==> config.mk <==
export PLATFORM = sky130hd
export DESIGN_NAME = tt_button_debounce_counter
export DESIGN_NICKNAME = d
export VERILOG_FILES = /design/src/rtl/tt_button_debounce_counter.sv
export SDC_FILE = /design/constraint.sdc
export NUM_CORES = 1
export LEC_CHECK = 0
export CORE_AREA = 2 2 79 81
export DETAILED_ROUTE_END_ITERATION = 12
export DIE_AREA = 0 0 81 83
export PLACE_DENSITY = 0.53
export SKIP_CTS_REPAIR_TIMING = 1
export SLEW_MARGIN = 0
export SYNTH_ARGS = -nofsm -noshare
export SYNTH_HDL_FRONTEND = slang
export SYNTH_SLANG_ARGS = --single-unit
==> constraint.sdc <==
create_clock -name io_in -period 3.7 [get_ports io_in]
set_input_delay 1.11 -clock io_in [delete_from_list [all_inputs] [get_ports io_in]]
set_output_delay 1.11 -clock io_in [all_outputs]
set_load 0.005 [all_outputs]
==> src/rtl/tt_button_debounce_counter.sv <==
// tt_button_debounce_counter
// Input-conditioning stage: synchronises two raw buttons, debounces them,
// produces registered rising-edge pulses and counts presses per channel.
// One 4-bit press count is shown on io_out[7:4], selected by disp_sel.
//
// Optional build macro: TT_DEB_SATURATE_EN
//   undefined : press counters wrap 15 -> 0
//   defined   : press counters stop at 15 (clr still zeroes them)
//
// Debounce states (per channel, decoded from synced input vs. debounced level):
//   state      | meaning
//   -----------+---------------------------------------------------------------
//   ST_STABLE  | synced == deb; timer held at 0
//   ST_PENDING | synced != deb; timer counts up, commit when it reaches N-1
//
// io_in : [0] clk, [1] rst_n, [2] btn_a, [3] btn_b, [4] disp_sel, [5] clr,
//         [7:6] deb_sel (N = DEB_BASE << deb_sel)
// io_out: [0] deb_a, [1] deb_b, [2] rise_a, [3] rise_b, [7:4] selected count
module tt_button_debounce_counter #(
    parameter int DEB_BASE  = 2,
    parameter int DEB_CNT_W = 5,
    parameter int CNT_W     = 4
) (
    input  logic [7:0] io_in,
    output logic [7:0] io_out
);

    typedef enum logic {
        ST_STABLE  = 1'b0,
        ST_PENDING = 1'b1
    } deb_state_e;

    logic clk;
    logic rst_n;

    assign clk   = io_in[0];
    assign rst_n = io_in[1];

    // Two-flop synchronisers; index 0 is channel A, index 1 is channel B.
    logic [1:0] btn_s1_q, btn_s2_q;
    logic       clr_s1_q, clr_s2_q;
    logic       disp_s1_q, disp_s2_q;
    logic [1:0] sel_s1_q, sel_s2_q;

    logic [DEB_CNT_W-1:0]           thr;
    deb_state_e                     state [2];
    logic [1:0][DEB_CNT_W-1:0]      dcnt_q, dcnt_d;
    logic [1:0]                     deb_q, deb_d;
    logic [1:0]                     rise_q, rise_d;
    logic [1:0][CNT_W-1:0]          pcnt_q, pcnt_d;

    // Bring every asynchronous control input into the clock domain.
    always_ff @(posedge clk or negedge rst_n) begin
        if (!rst_n) begin
            btn_s1_q  <= '0;
            btn_s2_q  <= '0;
            clr_s1_q  <= 1'b0;
            clr_s2_q  <= 1'b0;
            disp_s1_q <= 1'b0;
            disp_s2_q <= 1'b0;
            sel_s1_q  <= '0;
            sel_s2_q  <= '0;
        end else begin
            btn_s1_q  <= {io_in[3], io_in[2]};
            btn_s2_q  <= btn_s1_q;
            clr_s1_q  <= io_in[5];
            clr_s2_q  <= clr_s1_q;
            disp_s1_q <= io_in[4];
            disp_s2_q <= disp_s1_q;
            sel_s1_q  <= io_in[7:6];
            sel_s2_q  <= sel_s1_q;
        end
    end

    // Terminal count N-1; a ">=" compare lets a shrinking N commit at once.
    always_comb begin
        thr = DEB_CNT_W'((DEB_BASE << sel_s2_q) - 1);
    end

    // Decode per-channel debounce state from the synced input and the level.
    always_comb begin
        for (int ch = 0; ch < 2; ch++) begin
            state[ch] = (btn_s2_q[ch] != deb_q[ch]) ? ST_PENDING : ST_STABLE;
        end
    end

    // Debounce next-state: count while mismatched, toggle level on terminal count.
    always_comb begin
        deb_d  = deb_q;
        dcnt_d = '0;
        rise_d = '0;
        for (int ch = 0; ch < 2; ch++) begin
            case (state[ch])
                ST_STABLE: begin
                    dcnt_d[ch] = '0;
                end
                ST_PENDING: begin
                    if (dcnt_q[ch] >= thr) begin
                        deb_d[ch]  = ~deb_q[ch];
                        dcnt_d[ch] = '0;
                        rise_d[ch] = ~deb_q[ch];
                    end else begin
                        dcnt_d[ch] = dcnt_q[ch] + DEB_CNT_W'(1);
                    end
                end
                default: begin
                    dcnt_d[ch] = '0;
                end
            endcase
        end
    end

    // Debounce timers, levels and registered rise pulses.
    always_ff @(posedge clk or negedge rst_n) begin
        if (!rst_n) begin
            dcnt_q <= '0;
            deb_q  <= '0;
            rise_q <= '0;
        end else begin
            dcnt_q <= dcnt_d;
            deb_q  <= deb_d;
            rise_q <= rise_d;
        end
    end

    // Press counter next-state: clr has priority over a coincident rise.
    always_comb begin
        pcnt_d = pcnt_q;
        if (clr_s2_q) begin
            pcnt_d = '0;
        end else begin
            for (int ch = 0; ch < 2; ch++) begin
                if (rise_q[ch]) begin
`ifdef TT_DEB_SATURATE_EN
                    if (pcnt_q[ch] != {CNT_W{1'b1}}) begin
                        pcnt_d[ch] = pcnt_q[ch] + CNT_W'(1);
                    end
`else
                    pcnt_d[ch] = pcnt_q[ch] + CNT_W'(1);
`endif
                end
            end
        end
    end

    // Press counter registers.
    always_ff @(posedge clk or negedge rst_n) begin
        if (!rst_n) begin
            pcnt_q <= '0;
        end else begin
            pcnt_q <= pcnt_d;
        end
    end

    // Output packing; count display is a plain mux on synced disp_sel.
    always_comb begin
        io_out[1:0] = deb_q;
        io_out[3:2] = rise_q;
        io_out[7:4] = disp_s2_q ? pcnt_q[1] : pcnt_q[0];
    end

endmodule

* Word-level counts from Yosys, hierarchy flattened
Cells that the tools add are included.
Word-level totals: bits in registers 34, output and inout bits 8
Operators by class: add/sub/neg operators 5, magnitude comparators 2, eq/ne operators 2, shifts and indexed selects 1, multiplexer cells 14, bitwise operators 4, reduce and logical (&&, ||, !) cells 4
Operator list (count):
- 5-bit one-hot mux with 2 select lines | 2
- 4-bit 2-to-1 mux | 3
- 5-bit by 1-bit adder with 5-bit output (second input constant) | 2
- 5-bit >= comparator | 2
- 5-bit 2-to-1 mux | 2
- 4-bit by 1-bit adder with 4-bit output (second input constant) | 2
- 8-bit 2-to-1 mux | 1
- 1-bit 2-to-1 mux | 6
- 2-bit by 2-bit << shifter with 5-bit output (first input constant) | 1
- 5-bit by 2-bit subtractor with 5-bit output (second input constant) | 1
- 1-bit NOT | 4
- 2-bit AND reduction | 2
- 2-bit nonzero test | 2
- 1-bit != test | 2

* Depth between registers and ports, before layout
Gate-level depths: netlist of run 1.
word-level depth 5, mapped depth 5, gate-level depth less buffers 5

* Worst setup path before layout of run 1
No wires, ideal clock.
kind flip-flop to output port, start point register disp_s2_q, end point output io_out[4], arrival time 0.723 ns, data required time 2.590 ns, path slack 1.867 ns, stages on the path, launching flop included 2, path buffers 0, cell sequence dfrtp_1 -> mux2_2
On the way: cells in the longest elaborated chain, start to end 1
Ends and longest elaborated chain:
- start: declaration | line 42 | logic disp_s1_q, disp_s2_q;
- start signal: assignment | line 69 | disp_s2_q <= disp_s1_q;
- 4-bit 2-to-1 mux | line 159 | io_out[7:4] = disp_s2_q ? pcnt_q[1] : pcnt_q[0];
- end: declaration | line 25 | output logic [7:0] io_out
No other way between the ends.

* Final worst setup path of run 1
start point register disp_s2_q, end point output io_out[5]
The elaborated chain is that of the path after synthesis.

==> results of run 1 <==
-- registers in the layout (all words and copies together) (netlist names) --
| register | flops |
|---|---|
| deb_q | 2 |
| dcnt_q | 10 |
| disp_s1_q | 1 |
| btn_s2_q | 2 |
| pcnt_q | 8 |
| sel_s1_q | 2 |
| clr_s1_q | 1 |
| clr_s2_q | 1 |
| btn_s1_q | 2 |
| disp_s2_q | 1 |
| sel_s2_q | 2 |
| rise_q | 2 |
-- cells in the mapped netlist --
master / n
clkbuf_1: 1
dfrtp_1: 34
mux2_4: 2
and3b_2: 2
o21ai_2: 2
nor2_1: 19
conb_1: 1
inv_1: 2
nand2_1: 3
xnor2_1: 4
mux2_2: 4
a21oi_1: 2
inv_2: 1
o211ai_1: 4
nand3_1: 4
mux2i_1: 2
ha_1: 10
xor2_1: 10
a221oi_2: 2
nand4_1: 2
-- per-layer routing --
layer,global-route usage (%),up-vias,share of wire (%)
li1,-,419,-
met1,7.77,421,41
met2,10.1,24,46
met3,10.3,12,9.2
met4,10.6,0,3.4
met5,0,-,0
-- worst min path at each step --
stage / startpoint / endpoint / slack [ps] / cells after the start
3_5_place_dp: io_in[1] / btn_s1_q[0]$_DFF_PN0_ / -300 / 0
5_1_grt: io_in[1] / sel_s1_q[0]$_DFF_PN0_ / -320 / 2
6_report: io_in[1] / sel_s2_q[1]$_DFF_PN0_ / -320 / 2
2_1_floorplan: io_in[1] / btn_s1_q[0]$_DFF_PN0_ / -300 / 0
3_3_place_gp: io_in[1] / btn_s1_q[0]$_DFF_PN0_ / -300 / 0
4_1_cts: io_in[1] / sel_s1_q[0]$_DFF_PN0_ / -320 / 2
-- report_power, final --
group	switching (mW)	internal, mW
Clock	0.322	0.423
Sequential	0	0.373
Combinational	0.000885	0.000462
-- critical path, stage by stage, from the launching register on --
cell and delay, ps:
dfrtp_1 410, mux2_2 360, clkdlybuf4s50_1 440
-- stage by stage --
stage	area (um^2)	setup slack, ps
5_1_grt	1840	1040
6_report	1840	1100
4_1_cts	1840	1080
3_5_place_dp	1610	1400
3_3_place_gp	1610	1430
2_1_floorplan	1440	1750
-- area by class of cell --
class,count,area [um^2],share of cell area (%)
Clock inverter,4,80.1,4.35
Multi-Input combinational cell,74,573,31.1
Tap cell,75,93.8,5.10
Inverter,3,11.3,0.612
Clock buffer,11,151,8.23
Timing Repair Buffer,8,80.1,4.35
Sequential cell,34,851,46.2
-- cell families (layout without fill, tap and decap cells) --
group	count (synthesis)	in the layout	synth area share, %
buf+inv	4	26	1.05
compound gates	10	10	6.10
simple gates	30	30	9.42
xor+xnor	14	14	8.54
fa+ha+maj	10	10	8.72
other cells	1	2	0.261
flops	34	34	59.3
mux	8	8	6.63
==> out/qor.yml, run 1 <==
final_net_count: 149
rsz0062_at_grt: "no"
wl_per_cell_um: 11.5
total_power_mw: 1.12
end_kind: "output pin"
synth.top_cell.area_share_pct: 59.3
power.density_mw_per_mm2: 608
initial_core_util_pct: 24.7
cp.required_ps: 2590
final_util_pct: 31.6
vias: 876
finalSetupTns_ps: 0
io_buffers: 8
hold_violations: 40
grt_antenna_before_repair: 0
drtIter0Drc: 18
stdcell_count: 209
synth-seq-cells: 34
viasPerCell: 4.19
fp.dieH_um: 83
r2r_setup_slack_ps: 2060
syn-cell-area_mm2: 0.00144
setup.worst_path.start: "disp_s2_q$_DFF_PN0_"
core_area_mm2: 0.00582
antenna_left: 0
clock_skew_ps: 5.63
ios: 16
area_growth_pct: 28.2
ys_types: 20
ys_warn_count: 0
n_antenna_cell: 0
synthTopCellsByArea: "dfrtp_1 (59%), ha_1 (8.7%), xor2_1 (6.1%)"
synth_area_leader_cell: "dfrtp_1"
finalCriticalPeriod_ps: 2600
max_cap_viol_count: 0
clock.fmax_mhz: 384
fill_cells: 589
power_leakage_nw: 0.894
endpoint: "io_out[5]"
row_count: 28
rr_worst_depth: 5
dpl.hpwl_mm: 1.59
seq_area_frac_synth_pct: 59.3
avgSynthCellArea_um2: 12.9
irDropWorstVdd_mv: 0.278
clk_latency_ps: 280
synth_cells: 111
status: "finished with violations"
grt_start_max_net_pins: 12
drive_gt1_share_pct: 20.9
place.gp.congestion: 0.792
grt_pass1_vias: 1081
worst_hold_slack_ps: -321
regToRegEndpoint: "deb_q[1]$_DFFE_PN0P_"
startpoint_type: "flip-flop"
layout_common_cells: "dfrtp_1 (34), nor2_1 (19), clkbuf_8 (11), xor2_1 (10), ha_1 (10)"
drc: 0
r2r-start: "sel_s2_q[1]$_DFF_PN0_"
worstHoldPathType: "clock port to async pin"
min_period_over_period_pct: 70.3
wl_mm: 2.40
violations: "negative hold slack"
gr-total-overflow: 0
cts_tree: "built"
crit_arrival_ps: 1490
grt.total_usage_pct: 9.21
mostFrequentLayoutCell: "dfrtp_1"
dieArea_mm2: 0.00672
final_max_slew_viol_count: 0
finalSetupViolCount: 0
fp.dieW_um: 81
crit_type: "flip-flop to output pin"
place_inst: 194
drt_first_pass_iters: 4
grt_pass1_wl_mm: 4.22
clk_pin_slew_ps: 70
cp_max_fo: 4
Power figures use the tool's default switching activity.
==> run 2, diff against run 1 <==
clock period = 2.6 ns   (was 3.7 ns; I/O delays follow)
==> out/qor.yml, run 2 (synthesis results as in run 1) <==
end_kind: "output pin"
worst_hold_slack_ps: -325  # -4.03 ps
fp.dieH_um: 83  # unchanged
irDropWorstVdd_mv: 0.476  # +71%
largest_reg_flops: 10  # unchanged
slowest_stage: "clkdlybuf4s50_1"
drtIter0Drc: 25  # +7
place_inst: 194  # unchanged
finalSetupTns_ps: 0  # unchanged
ios: 16  # unchanged
finalCriticalPeriod_ps: 2270
worstHoldPathType: "clock port to async pin"
place.gp.congestion: 0.792  # about the same
power_leakage_nw: 0.906  # +1.2%
crit_buf_inv: 1  # unchanged
path_cells: "mux2_2 > clkdlybuf4s50_1"
cpPeakStageDelay_ps: 440  # about the same
io_buffers: 8  # unchanged
grt_pass1_wl_mm: 4.25  # +0.83%
final_area_mm2: 0.00187  # +1.4%
dieArea_mm2: 0.00672  # unchanged
core_area_mm2: 0.00582  # unchanged
regMostFlops: "dcnt_q"
stdcell_count: 210  # +0.48%
viasPerCell: 4.19  # -0.14%
antenna_left: 0  # unchanged
min_period_over_period_pct: 87.4
finalSetupViolCount: 0  # unchanged
cp_max_fo: 4  # unchanged
final_net_count: 149  # unchanged
clk_latency_ps: 280  # about the same
layout_common_cells: "dfrtp_1 (34), nor2_1 (19), xor2_1 (10), ha_1 (10), clkbuf_8 (10)"
gr-total-overflow: 0  # unchanged
power.density_mw_per_mm2: 901  # +48%
row_count: 28  # unchanged
drt_first_pass_iters: 4  # unchanged
final_max_slew_viol_count: 0  # unchanged
clock.fmax_mhz: 440
cts_tree: "built"
fp.dieW_um: 81  # unchanged
wl_mm: 2.37  # -1.1%
grt_antenna_before_repair: 0  # unchanged
drive_gt1_share_pct: 21.5  # +0.59 points
dpl.hpwl_mm: 1.61  # +1.3%
initial_core_util_pct: 24.7  # unchanged
multiInputGateArea_um2: 573  # unchanged
postPlaceCellArea_mm2: 0.00161  # unchanged
crit_arrival_ps: 1490  # about the same
path_delay_family: "buffers and inverters"
grt_pass1_vias: 1094  # +1.2%
clk_pin_slew_ps: 70  # about the same
wl_per_cell_um: 11.3  # -1.6%
area_growth_pct: 30.0
largestRegisters: "dcnt_q (10), pcnt_q (8)"
status: "finished with violations"
startpoint_type: "flip-flop"
clock_skew_ps: 7.79  # +2.16 ps
mostFrequentLayoutCell: "dfrtp_1"
drc: 0  # unchanged
grt_start_max_net_pins: 13  # +1
grt.total_usage_pct: 9.05  # -0.16 points
vias: 879  # +0.34%
n_antenna_cell: 0  # unchanged
hold_violations: 40  # unchanged
rsz0062_at_grt: "no"
max_cap_viol_count: 0  # unchanged
violations: "negative hold slack"
regArea_um2: 851  # unchanged
fill_cells: 594  # +0.85%
crit_type: "flip-flop to output pin"
cp.required_ps: 1820  # -770 ps
[run 2: worst paths after layout]
kind	start	end	slack, ps	cells after the start
max reg2reg	sel_s2_q[1]$_DFF_PN0_	deb_q[1]$_DFFE_PN0P_	950	5
min	io_in[1]	dcnt_q[4]$_DFF_PN0_	-320	2
min reg2reg	btn_s1_q[0]$_DFF_PN0_	btn_s2_q[0]$_DFF_PN0_	350	0
max in group asynchronous	io_in[1]	sel_s1_q[0]$_DFF_PN0_	2800	2
min in group io_in	io_in[5]	clr_s1_q$_DFF_PN0_	-260	0
max	disp_s2_q$_DFF_PN0_	io_out[6]	330	2
[run 2: through the flow]
step	setup slack, ps	utilization [%]	total power, mW	hold WS [ps]
after floorplan	1060	-	0.546	-296
after detailed placement	632	27.7	0.546	-296
after global placement	663	27.7	0.546	-296
final	328	32.1	1.68	-325
after global routing	267	32.1	1.79	-329
after CTS	309	32.1	1.75	-321
[run 2: final cells by class]
| cell class | count | area share [%] |
|---|---|---|
| timing repair buffer | 8 | 4.29 |
| multi-input combinational | 74 | 30.7 |
| sequential | 34 | 45.6 |
| clock inverter | 6 | 6.37 |
| inverter | 3 | 0.604 |
| tap | 75 | 5.03 |
| clock buffer | 10 | 7.38 |
[run 2: routing by layer]
| metal | share of wire, % | vias up | global-route usage, % |
|---|---|---|---|
| met5 | 0 | - | 0 |
| met4 | 3.4 | 0 | 9.71 |
| met3 | 9.9 | 12 | 9.78 |
| met2 | 45 | 25 | 9.92 |
| met1 | 42 | 422 | 8.24 |
| li1 | - | 420 | - |
[run 2: power by group]
group | leakage (nW) | total, mW | internal, mW | switching, mW
combinational | 0.300 | 0.00191 | 0.000654 | 0.00125
clock | 0.129 | 1.15 | 0.679 | 0.470
sequential | 0.477 | 0.530 | 0.530 | 0
total | 0.906 | 1.68 | 1.21 | 0.471
[run 2: worst register-to-register path, stage by stage, from the launching register on]
cell      delay, ps
dfrtp_1         400
nor2_1          160
ha_1            260
a221oi_2        310
o21ai_2         100
mux2_4          300
